### src/rtl/load_store_unit.sv
`default_nettype none
// ============================================================================
// Module   : load_store_unit
// Purpose  : Sequential load/store unit with byte/half/word lanes, sign/zero
//            extension, misaligned split into two word accesses, bus timeout.
// Revision : 1.0
// ============================================================================
module load_store_unit #(
    parameter int ADDR_W      = 32,
    parameter bit MISALIGN_EN = 1'b1,
    parameter int TIMEOUT     = 16
) (
    input  logic              clk_i,
    input  logic              rst_ni,
    input  logic              lsu_valid_i,
    output logic              lsu_ready_o,
    input  logic [3:0]        op_i,
    input  logic [ADDR_W-1:0] addr_i,
    input  logic [31:0]       wdata_i,
    output logic              done_o,
    output logic [31:0]       rdata_o,
    output logic              err_o,
    output logic              mem_req_o,
    output logic              mem_we_o,
    output logic [ADDR_W-1:0] mem_addr_o,
    output logic [3:0]        mem_be_o,
    output logic [31:0]       mem_wdata_o,
    input  logic              mem_ack_i,
    input  logic [31:0]       mem_rdata_i
);

    localparam logic [1:0] S_IDLE = 2'd0;
    localparam logic [1:0] S_ACC1 = 2'd1;
    localparam logic [1:0] S_ACC2 = 2'd2;
    localparam logic [1:0] S_RESP = 2'd3;

    localparam logic [1:0] SZ_B = 2'd0;
    localparam logic [1:0] SZ_H = 2'd1;
    localparam logic [1:0] SZ_W = 2'd2;

    localparam int               CNT_W     = (TIMEOUT > 1) ? $clog2(TIMEOUT) : 1;
    localparam int               TO_LAST_I = (TIMEOUT > 0) ? TIMEOUT - 1 : 0;
    localparam logic [CNT_W-1:0] TO_LAST   = TO_LAST_I[CNT_W-1:0];

    typedef struct packed {
        logic       legal;
        logic       mem;
        logic       load;
        logic       sext;
        logic [1:0] size;
    } dec_t;

    function automatic dec_t f_decode(input logic [3:0] op);
        dec_t d;
        d = '0;
        d.legal = 1'b1;
        case (op)
            4'b1000: begin d.mem = 1'b1; d.load = 1'b1; d.sext = 1'b1; d.size = SZ_B; end
            4'b1001: begin d.mem = 1'b1; d.load = 1'b1; d.sext = 1'b1; d.size = SZ_H; end
            4'b1010: begin d.mem = 1'b1; d.load = 1'b1; d.sext = 1'b1; d.size = SZ_W; end
            4'b1100: begin d.mem = 1'b1; d.load = 1'b1; d.size = SZ_B; end
            4'b1101: begin d.mem = 1'b1; d.load = 1'b1; d.size = SZ_H; end
            4'b1011: begin d.mem = 1'b1; d.size = SZ_B; end
            4'b1110: begin d.mem = 1'b1; d.size = SZ_H; end
            4'b1111: begin d.mem = 1'b1; d.size = SZ_W; end
            default: d.legal = ~op[3];
        endcase
        return d;
    endfunction

    function automatic logic f_misal(input logic [1:0] size, input logic [1:0] off);
        return ((size == SZ_H) && (off == 2'd3)) || ((size == SZ_W) && (off != 2'd0));
    endfunction

    logic [1:0]        state_q, state_d;
    logic              load_q, store_q, sext_q, split_q, err_q;
    logic [1:0]        size_q;
    logic [ADDR_W-1:0] addr_q;
    logic [31:0]       wdata_q;
    logic [31:0]       rbuf_lo_q, rbuf_hi_q;
    logic [CNT_W-1:0]  cnt_q;

    dec_t              w_dec;
    logic              w_misal, w_direct, w_in_err, w_accept, w_in_acc, w_to_hit;
    logic [1:0]        w_off;
    logic [3:0]        w_mask;
    logic [7:0]        w_be8;
    logic [63:0]       w_wd64;
    logic [31:0]       w_rword, w_ext;
    logic [ADDR_W-3:0] w_word, w_word_nxt;

    assign w_dec    = f_decode(op_i);
    assign w_misal  = f_misal(w_dec.size, addr_i[1:0]);
    assign w_in_err = ~w_dec.legal | (w_dec.mem & w_misal & ~MISALIGN_EN);
    assign w_direct = ~w_dec.legal | ~w_dec.mem | (w_misal & ~MISALIGN_EN);
    assign w_accept = lsu_valid_i & (state_q == S_IDLE);
    assign w_in_acc = (state_q == S_ACC1) || (state_q == S_ACC2);
    assign w_to_hit = (TIMEOUT != 0) && (cnt_q == TO_LAST);

    // Lane placement: an 8-lane window spanning the addressed word and the next one.
    assign w_off      = addr_q[1:0];
    assign w_be8      = {4'b0000, w_mask} << w_off;
    assign w_wd64     = {32'd0, wdata_q} << {w_off, 3'b000};
    assign w_rword    = 32'({rbuf_hi_q, rbuf_lo_q} >> {w_off, 3'b000});
    assign w_word     = addr_q[ADDR_W-1:2];
    assign w_word_nxt = w_word + (ADDR_W-2)'(1);

    always_comb begin
        w_mask = 4'b0000;
        case (size_q)
            SZ_B:    w_mask = 4'b0001;
            SZ_H:    w_mask = 4'b0011;
            SZ_W:    w_mask = 4'b1111;
            default: w_mask = 4'b0000;
        endcase
    end

    always_comb begin
        w_ext = w_rword;
        case (size_q)
            SZ_B:    w_ext = {{24{sext_q & w_rword[7]}}, w_rword[7:0]};
            SZ_H:    w_ext = {{16{sext_q & w_rword[15]}}, w_rword[15:0]};
            default: w_ext = w_rword;
        endcase
    end

    always_ff @(posedge clk_i or negedge rst_ni) begin
        if (!rst_ni) begin
            state_q <= S_IDLE;
        end else begin
            state_q <= state_d;
        end
    end

    always_comb begin
        state_d = state_q;
        case (state_q)
            S_IDLE: begin
                if (lsu_valid_i) begin
                    state_d = w_direct ? S_RESP : S_ACC1;
                end
            end
            S_ACC1: begin
                if (mem_ack_i) begin
                    state_d = split_q ? S_ACC2 : S_RESP;
                end else if (w_to_hit) begin
                    state_d = S_RESP;
                end
            end
            S_ACC2: begin
                if (mem_ack_i || w_to_hit) begin
                    state_d = S_RESP;
                end
            end
            S_RESP:  state_d = S_IDLE;
            default: state_d = S_IDLE;
        endcase
    end

    always_comb begin
        lsu_ready_o = 1'b0;
        done_o      = 1'b0;
        rdata_o     = 32'd0;
        err_o       = 1'b0;
        mem_req_o   = 1'b0;
        mem_we_o    = 1'b0;
        mem_addr_o  = '0;
        mem_be_o    = 4'b0000;
        mem_wdata_o = 32'd0;
        case (state_q)
            S_IDLE: lsu_ready_o = 1'b1;
            S_ACC1: begin
                mem_req_o   = 1'b1;
                mem_we_o    = store_q;
                mem_addr_o  = {w_word, 2'b00};
                mem_be_o    = w_be8[3:0];
                mem_wdata_o = store_q ? w_wd64[31:0] : 32'd0;
            end
            S_ACC2: begin
                mem_req_o   = 1'b1;
                mem_we_o    = store_q;
                mem_addr_o  = {w_word_nxt, 2'b00};
                mem_be_o    = w_be8[7:4];
                mem_wdata_o = store_q ? w_wd64[63:32] : 32'd0;
            end
            S_RESP: begin
                done_o  = 1'b1;
                err_o   = err_q;
                rdata_o = (load_q && !err_q) ? w_ext : 32'd0;
            end
            default: lsu_ready_o = 1'b0;
        endcase
    end

    always_ff @(posedge clk_i or negedge rst_ni) begin
        if (!rst_ni) begin
            load_q    <= 1'b0;
            store_q   <= 1'b0;
            sext_q    <= 1'b0;
            split_q   <= 1'b0;
            err_q     <= 1'b0;
            size_q    <= SZ_B;
            addr_q    <= '0;
            wdata_q   <= 32'd0;
            rbuf_lo_q <= 32'd0;
            rbuf_hi_q <= 32'd0;
            cnt_q     <= '0;
        end else begin
            // Counter restarts on every state change, so each ACC state gets a full budget.
            if (state_q != state_d) begin
                cnt_q <= '0;
            end else if (w_in_acc) begin
                cnt_q <= cnt_q + CNT_W'(1);
            end
            if (w_accept) begin
                load_q    <= w_dec.mem & w_dec.load;
                store_q   <= w_dec.mem & ~w_dec.load;
                sext_q    <= w_dec.sext;
                size_q    <= w_dec.size;
                split_q   <= w_dec.mem & w_misal & MISALIGN_EN;
                err_q     <= w_in_err;
                addr_q    <= addr_i;
                wdata_q   <= wdata_i;
                rbuf_lo_q <= 32'd0;
                rbuf_hi_q <= 32'd0;
            end
            if ((state_q == S_ACC1) && mem_ack_i) begin
                rbuf_lo_q <= mem_rdata_i;
            end
            if ((state_q == S_ACC2) && mem_ack_i) begin
                rbuf_hi_q <= mem_rdata_i;
            end
            if (w_in_acc && !mem_ack_i && w_to_hit) begin
                err_q <= 1'b1;
            end
        end
    end

endmodule
`default_nettype wire

### config.mk
export PLATFORM = sky130hd
export DESIGN_NAME = load_store_unit
export DESIGN_NICKNAME = d
export VERILOG_FILES = /design/src/rtl/load_store_unit.sv
export SDC_FILE = /design/constraint.sdc
export NUM_CORES = 1
export LEC_CHECK = 0
export CELL_PAD_IN_SITES_DETAIL_PLACEMENT = 0
export CELL_PAD_IN_SITES_GLOBAL_PLACEMENT = 1
export CORE_ASPECT_RATIO = 0.6
export CORE_MARGIN = 10
export CORE_UTILIZATION = 41
export DETAILED_ROUTE_END_ITERATION = 10
export PLACE_DENSITY_LB_ADDON = 0.2
export SETUP_SLACK_MARGIN = 0.15
export SYNTH_ARGS = -nofsm -noshare
export SYNTH_HDL_FRONTEND = slang
export SYNTH_SLANG_ARGS = --single-unit
export TNS_END_PERCENT = 100
### constraint.sdc
create_clock -name clk_i -period 3.6 [get_ports clk_i]
set_input_delay 0.72 -clock clk_i [delete_from_list [all_inputs] [get_ports clk_i]]
set_output_delay 0.72 -clock clk_i [all_outputs]
set_load 0.005 [all_outputs]
# --- After elaboration in Yosys (flattened, before gate mapping) ---
# Index checks and enable logic that the tools add are counted.
op_classes:
  n_addsub: 2
  eq_ne: 18
  shifts: 3
  muxes: 33
  bitwise: 11
  n_reduce_logical: 25
op_table:
  columns: ["op", "count"]
  rows:
  - ["$mux W32", 7]
  - ["$pmux W32 S2", 3]
  - ["$shl A32 B5 Y64", 1]
  - ["$shr A64 B5 Y32", 1]
  - ["$eq A4 B4 Y1 const B", 9]
  - ["$add A30 B1 Y30 const B", 1]
  - ["$mux W1", 12]
  - ["$pmux W4 S3", 1]
  - ["$eq A2 B2 Y1 const B", 5]
  - ["$mux W2", 5]
  - ["$reduce_bool A2 Y1", 5]
  - ["$mux W4", 2]
  - ["$pmux W2 S4", 1]
  - ["$pmux W4 S2", 1]
  - ["$reduce_or A8 Y1", 1]
  - ["$shl A4 B2 Y8", 1]
  - ["$logic_and A1 B1 Y1", 7]
  - ["$and A1 B1 Y1", 6]
  - ["$eq A2 B1 Y1 const B", 3]
  - ["$reduce_or A3 Y1", 2]
  - ["$reduce_or A5 Y1", 1]
  - ["$add A4 B1 Y4 const B", 1]
  - ["$logic_not A2 Y1", 2]
  - ["$not A1 Y1", 4]
  - ["6 further kinds", 10]
totals:
  reg_bits: 141
  input_bits: 104
  word_cells: 104

# --- Logic depth before layout (Yosys ltp) ---
depth:
  depth_word: 10
  depth_mapped: 9
  depth_no_buf: 6

# --- Worst setup path before layout ---
# No wires, ideal clock.
synth_timing:
  path_type: "register to output"
  startpoint: "register state_q[1]"
  endpoint: "output mem_addr_o[21]"
  arrival_ns: 1.909
  slack_ns: 0.971
  path_stages_with_launch: 9
  cell_sequence: "dfrtp_1 inv_1 ha_1 clkbuf_1 and2_1 clkbuf_1 clkbuf_1 nand3_1 o31ai_1"
synth_between:
  elab_chain_len: 2
synth_rtl:
  columns: ["element", "line_no", "source"]
  rows:
  - ["start: declaration", "75", "logic [1:0] state_q, state_d;"]
  - ["start signal: assignment", "131", "state_q <= state_d;"]
  - ["$eq A2 B2 Y1 / $eq A2 B1 Y1 (equally long branches)", "170", "case (state_q)"]
  - ["$pmux W32 S2 *", "170", null]
  - ["end: declaration", "25", "output logic [ADDR_W-1:0] mem_addr_o,"]
# Every way passes the cells marked *; elsewhere a longest branch is shown, timed or not.

# --- Worst setup path in the final report ---
layout_timing:
  startpoint: "register state_q[1]"
  endpoint: "output mem_addr_o[30]"
# Same word-level chain as after synthesis.

==> results by group <==
Outcome
  – Outcome: finished clean

Setup path
  – CP Data Required Time: ~2.9 ns
  – Worst r2r src: state_q[1]$_DFF_PN0_
  – Worst Path Max Fanout: 11
  – Crit Path Class: flop to output pin
  – Worst Setup End Kind: output pin
  – CP startpoint: state_q[1]$_DFF_PN0_
  – Setup crit start kind: flop
  – CP arrival: between 2 and 3 ns

Global route
  – Overall Global Routing Usage: between 20% and 30%
  – Initial antenna violation count: 1
  – Largest net degree at the start of global routing: 72
  – Met1 Use GR: 30.6%
  – Total grt overflow: 0
  – Met2 usage: between 20% and 30%
  – Busiest grt layer: met1
  – First-pass GRT wire length: approximately 43000 microns
  – Met3 Use GR: 6.04%
  – Vias in the first global route: about 7200

STA
  – Slew headroom: 52.8%
  – Final hold violation count: 0
  – Tcrit/Tclk final: ~94%
  – Final Skew: around 0.0091 ns
  – RSZ-0062 raised after global routing: true
  – Endpoints failing setup: 0
  – Min Hold Slack: slightly below 0.3 ns
  – Setup tns final: 0 ns
  – Pin slew with the least headroom to its limit: between 0.7 and 0.8 ns
  – Max Slew Vio Count: 0
  – FMAX: a little under 0.3 GHz
  – Fin crit period: 3.39 ns

Power
  – P_sw: about 4 mW
  – Sw Ratio: 39.5%
  – Worst vdd ir: 0.000408 V
  – Register share of total power: 30.3%
  – Leak: approximately 4.6 nW
  – Internal power: about 6 mW
  – Clock Power Share: between 10% and 20%
  – Comb power frac: about 53%
  – PD cells: roughly 860 nW/um^2

Cells and area
  – Fill count: around 1700
  – Most frequent cells in the layout: clkdlybuf4s50_1 (199), dfrtp_1 (129), mux2_2 (82)
  – Multi-input gate area: around 4700 sq um
  – Final core occ: between 50 and 60%
  – Nets@finish: approximately 1100
  – Layout cell share with drive strength beyond 1: between 20 and 25%
  – N_diodes: 0
  – Storage cell area: between 3000 and 4000 sq um
  – Layout area overhead: 38.8%
  – Most common library cell in the layout ignoring fill and taps: clkdlybuf4s50_1
  – Filler-free cell count of the finished design: roughly 1300

Route
  – Final ANT Viol Nets: 0
  – DRT Pass-1 Iters: 5
  – Vias per Instance: 5.77
  – Drt wl/cell: between 20 and 25 microns
  – Vias: approximately 7400
  – WL final: ~28000 microns
  – DRC viols: 0
  – Drt first-iter violations: 681

Clock network
  – Clock latency on the worst-skew pair: between 0.4 and 0.5 ns
  – Clock buffer count from CTS: 17
  – Worst-path clk slew: ~0.06 ns
  – CTS root buffer: clkbuf_16
  – H-tree levels: 4
  – CTS tree: built
  – Clk buf depth: 2
  – Clk sink count: 133

Die
  – Io pins: 209
  – Die Area: roughly 27000 sq um
  – Core area: 19900 sq um
  – # rows: 40
  – Chip width: between 200 and 250 microns
  – Die Y: 130 microns
  – Initial core utilization: a little over two fifths

Yosys
  – Register area share after synthesis: around 40%
  – Xor/xnor share of the synthesized area: less than 1%
  – Mux contribution to synthesized area: 21.7%
  – Mean Syn Cell Area: about 10 sq um
  – Post-Syn Area: just over 8000 sq um
  – Post-synth EDFFs: 0
  – Mapped Cells: 800
  – Top FF cell, synth: dfrtp_1
  – #FFs+latches synth: approximately 130
  – Netlist cell types: a little over 60
  – Synth Area in Simple Gates: between 10% and 20%
  – Asr flop ratio synth: between 90% and 100%
  – Synth warnings: 0
  – Compound-Gate Fraction of Synth Area: 18.1%
  – Largest family of logic cells by synthesized area: multiplexers
  – Post-Synth Adder-Cell Area: 1.51%

Place
  – Post-placement cell count: ~1200
  – GPL Wtd Cong: 0.879
  – Port Buffers: a little over 200
  – HPWL after DPL: just over 20000 microns

Flow run
  – Max-Cap Viols: 0

Hold path
  – Tightest Hold Check Type: primary input to async pin
[synth_stat cells, types with 4 or more instances]
cell	n	area, sq um
nand2_1	60	225
and2_1	9	56.3
inv_1	26	97.6
o211ai_1	7	52.6
o21ai_0	45	225
o21a_1	8	60.1
mux4_2	31	698
dfrtp_1	133	3330
nand2b_1	8	50.1
nor4_1	6	37.5
nor2_1	48	180
a21o_1	4	30.0
mux2i_1	18	180
a22oi_1	9	67.6
a31oi_1	10	62.6
ha_1	10	125
buf_2	13	65.1
clkbuf_1	45	169
or4_1	6	45.0
nand4_1	13	81.3
buf_1	6	22.5
a32oi_1	10	87.6
nand3_1	18	90.1
a22o_1	60	526
or3_1	4	25.0
o22a_1	9	78.8
nor3_1	9	45.0
mux2_2	82	923
a21oi_1	21	105
nor2b_1	21	131
[stage by stage]
stage               worst slack (ns)  instance area, sq um  power (mW)
global route                  0.0620                 11500        10.6
finish                         0.209                 11500        9.89
detailed placement             0.289                 10700        8.05
floorplan                      0.971                  8300        6.15
global placement               0.337                 10700        8.00
CTS                            0.113                 11400        9.85
[per-layer routing]
metal | vias up | share of wire, %
li1 | 3403 | -
met1 | 3761 | 49
met2 | 256 | 43
met3 | 22 | 7.3
met4 | 2 | 0.84
met5 | - | 0.047
[power by group through the flow]
stage	Clock [mW]	Sequential (mW)	Combinational (mW)
after global placement	0	2.96	5.04
after CTS	1.68	2.96	5.20
after global routing	1.75	3.10	5.73
final	1.64	2.99	5.25
after detailed placement	0	2.98	5.07
after floorplan	0	2.68	3.47
[final cells by class]
class                   count  share of cell area, %
clock buffers              21                   4.17
inverters                  27                  0.881
repair buffers            253                   21.5
clock inverters            11                  0.674
multi-input cells         573                   40.8
flip-flops and latches    133                   29.0
well taps                 273                   2.97
[final timing paths]
path,cells after the start,endpoint,slack (ns)
min in group clk_i,2,load_q$_DFFE_PN0P_,0.49
hold reg to reg,2,load_q$_DFFE_PN0P_,0.49
setup reg to reg,8,rbuf_lo_q[30]$_DFFE_PN0P_,1.43
setup / recovery,8,mem_addr_o[30],0.21
max in group asynchronous,2,addr_q[8]$_DFFE_PN0P_,2.54
hold / removal,1,rbuf_lo_q[3]$_DFFE_PN0P_,0.29
[critical path: stages, from the launching register on]
cell and delay, ns:
dfrtp_1 0.41, inv_1 0.18, ha_4 0.27, nand2_1 0.16
buf_6 0.18, nor2_1 0.05, nand4_1 0.08, or3b_2 0.44
clkdlybuf4s50_1 0.47
[kinds of logic after synthesis]
logic type,Yosys count
AOI/OAI and AO/OA,207
xor gates and xnor gates,5
adders and majority gates,10
buffers and inverters,95
DFF,133
muxes,131
other,1
and+or+nand+nor,218
[registers in the layout (all words and copies together), names as in the netlist, 2 cells and up]
signal and flops:
state_q 2, wdata_q 32, addr_q 32, rbuf_hi_q 24, cnt_q 4, size_q 2
rbuf_lo_q 32
[repair_timing]
action	CTS	global route
setup buffers	7	5
pin swaps	1	3
endpoints found under the setup margin	56	39
hold buffers	0	0
resized for setup	17	23
Note: power is estimated with default switching activity, not from simulation.
==> RTL edit, RTL diff (same settings) <==
Set the parameter `MISALIGN_EN` to 1'b0 (it was 1'b1).
--- a/src/rtl/load_store_unit.sv
+++ b/src/rtl/load_store_unit.sv
@@ -9,3 +9,3 @@
     parameter int ADDR_W      = 32,
-    parameter bit MISALIGN_EN = 1'b1,
+    parameter bit MISALIGN_EN = 1'b0,
     parameter int TIMEOUT     = 16
Check against the original RTL: not equivalent (a bounded check fails within 4 cycles, from zero or initial values and one cycle with rst_ni low).
==> RTL edit against the original RTL <==
Sequential cell count shrank 1. Setup slack gained 35 ps. Cell count shrank 2.0%. Synthesized area shrank 0.30%. Synthesized cell count shrank 2.9%. Clock power grew 2%. Design area shrank 0.14%. Hold slack gained 99 ps. Utilization shrank 0.082 points. Wire length grew 2.2%. Power grew 0.53%. Non-clock buffer count shrank 2. Combinational power grew 1%. Critical endpoint is now mem_addr_o[27]. Largest power group unchanged.
==> RTL edit: results (changes against the original RTL) <==
Yosys
  – Register area share after synthesis: 39.95% (-0.18 points)
  – Commonest cells in the netlist: dfrtp_1 (132), mux2_2 (83), a22o_1 (61)
  – Post-synth EDFFs: 0 (unchanged)
  – Synth top area cells: dfrtp_1 (40%), mux2_2 (11%), mux4_2 (8.4%)
  – Syn. warnings: 0 (unchanged)
  – Asr flop ratio synth: 100.0% (unchanged)
  – Post-synthesis cell type count: 64 (+3.2%)

Layout
  – Layout cells sized above 1: 23.19% (+0.79 points)
  – Nets: 1093 (-2.3%)
  – Top flop regs: addr_q (32), rbuf_lo_q (32), wdata_q (32)
  – ANT cells: 0 (unchanged)
  – Fillers: 1744 (+0.46%)

Clocking
  – Maximum level of the CTS H-tree: 4 (unchanged)
  – Root buffer cell: clkbuf_16
  – CTS Buf Count: 17 (unchanged)
  – Clk_lat worst skew: 420 ps
  – Clock buffer depth: 2 (unchanged)
  – Worst-path clk slew: 60 ps (about the same)

Run status
  – Status: finished clean

GRT
  – First-pass GRT wire length: 43.82 mm (+2.1%)
  – Initial antenna violation count: 0 (-1)
  – Pin count of the biggest net entering global routing: 102 (+42%)
  – Total GRT Usage: 21.15% (+0.43 points)

Placement
  – GPL Wtd Cong: 0.8599 (-2.2%)
  – DP HPWL: 20.32 mm (+0.35%)
  – Input/output buffers: 206 (unchanged)

Route
  – Vias: 7340 (-1.4%)
  – First-pass DRT Iterations: 5 (unchanged)
  – Routed len/inst: 22.53 um (+4.3%)
  – Initial DRC Count: 630 (-7.5%)

Power and ir drop
  – Worst IR Drop VDD: 382.5 uV (-6.2%)
  – LEAKAGE: 4.594 nW (-1.2%)

Worst setup path
  – CP max-delay cell: or4_4
  – Arr. time, crit path: 2640 ps (-30 ps)
  – Top delay family on crit path: simple AND/OR/NAND/NOR gates
  – CP peak stage delay: 620 ps (+150 ps)
  – Worst-path fanout max: 9 (-2)

STA
  – Worst slew margin: 36.51% (-16 points)
  – Clock Skew: 7.766 ps (-1.368 ps)

Hold path
  – Hold Crit Class: primary input to asynchronous set/reset pin
[RTL edit: final cells by class]
cell class | instances | area share (%)
clock inverter | 11 | 0.9144
clock buffer | 21 | 4.006
tap | 273 | 2.972
timing repair buffer | 251 | 21.66
inverter | 25 | 0.8165
multi-input combinational | 552 | 40.71
sequential | 132 | 28.91
[RTL edit: worst paths after layout]
kind / slack, ps / from / to / depth (start not counted)
min: 390 / rst_ni / rbuf_hi_q[20] / 1
min in group clk_i: 500 / rbuf_hi_q[18] / rbuf_hi_q[18] / 1
max in group asynchronous: 2300 / rst_ni / addr_q[24] / 2
max: 240 / addr_q[5] / mem_addr_o[27] / 5
max reg2reg: 1460 / state_q[0] / rbuf_lo_q[31] / 8
min reg2reg: 500 / rbuf_hi_q[18] / rbuf_hi_q[18] / 1
[RTL edit: timing repair]
action,4_1_cts,5_1_grt
setup buffers,3,10
endpoints found under the setup margin,71,69
pin swaps,0,5
resized for setup,26,27
cloned,1,1
[RTL edit: logic make-up (layout without fill, tap and decap cells)]
logic type | Yosys count | in the layout | synth area share, %
adders and majority gates | 10 | 10 | 1.513
DFF | 132 | 132 | 39.95
AOI/OAI and AO/OA | 211 | 211 | 18.70
xor gates and xnor gates | 5 | 5 | 0.5297
and+or+nand+nor | 190 | 191 | 12.50
buffers and inverters | 95 | 308 | 4.721
muxes | 133 | 133 | 22.05
other | 1 | 2 | 0.04535
[RTL edit: power breakdown]
| group | switching, W | total [W] | internal, W |
|---|---|---|---|
| Sequential | 0.000768 | 0.00296 | 0.00219 |
| Combinational | 0.00246 | 0.00531 | 0.00285 |
| Clock | 0.000689 | 0.00168 | 0.000988 |
| Total | 0.00391 | 0.00994 | 0.00602 |
[RTL edit: worst register-to-register path, delay by kind of cell, from the launching register on]
family / cells / cell delay [ps]
adder cells (fa/ha/maj): 1 / 190
buffers and inverters: 4 / 870
AO/OA/AOI/OAI: 2 / 350
AND/OR/NAND/NOR: 1 / 240
flip-flops: 1 / 430
[RTL edit: routing by layer]
metal	GRT usage, %	up-vias	part of all wire [%]
met5	0	-	0
met4	3.843	0	0.59
met3	6.462	13	7.5
met2	29.51	266	42
met1	31.40	3702	50
li1	-	3359	-
[RTL edit: stage by stage]
| step | setup WS (ps) | instances | cell area [um^2] | hold WS, ps |
|---|---|---|---|---|
| CTS | 112.5 | 1254 | 11330 | 447.7 |
| finish | 244.0 | 1265 | 11490 | 392.6 |
| detailed placement | 392.7 | 1218 | 10660 | 481.3 |
| global placement | 449.6 | 1218 | 10660 | 480.1 |
| floorplan | 1048 | 778 | 8273 | 424.4 |
| global route | 150.8 | 1265 | 11490 | 470.9 |
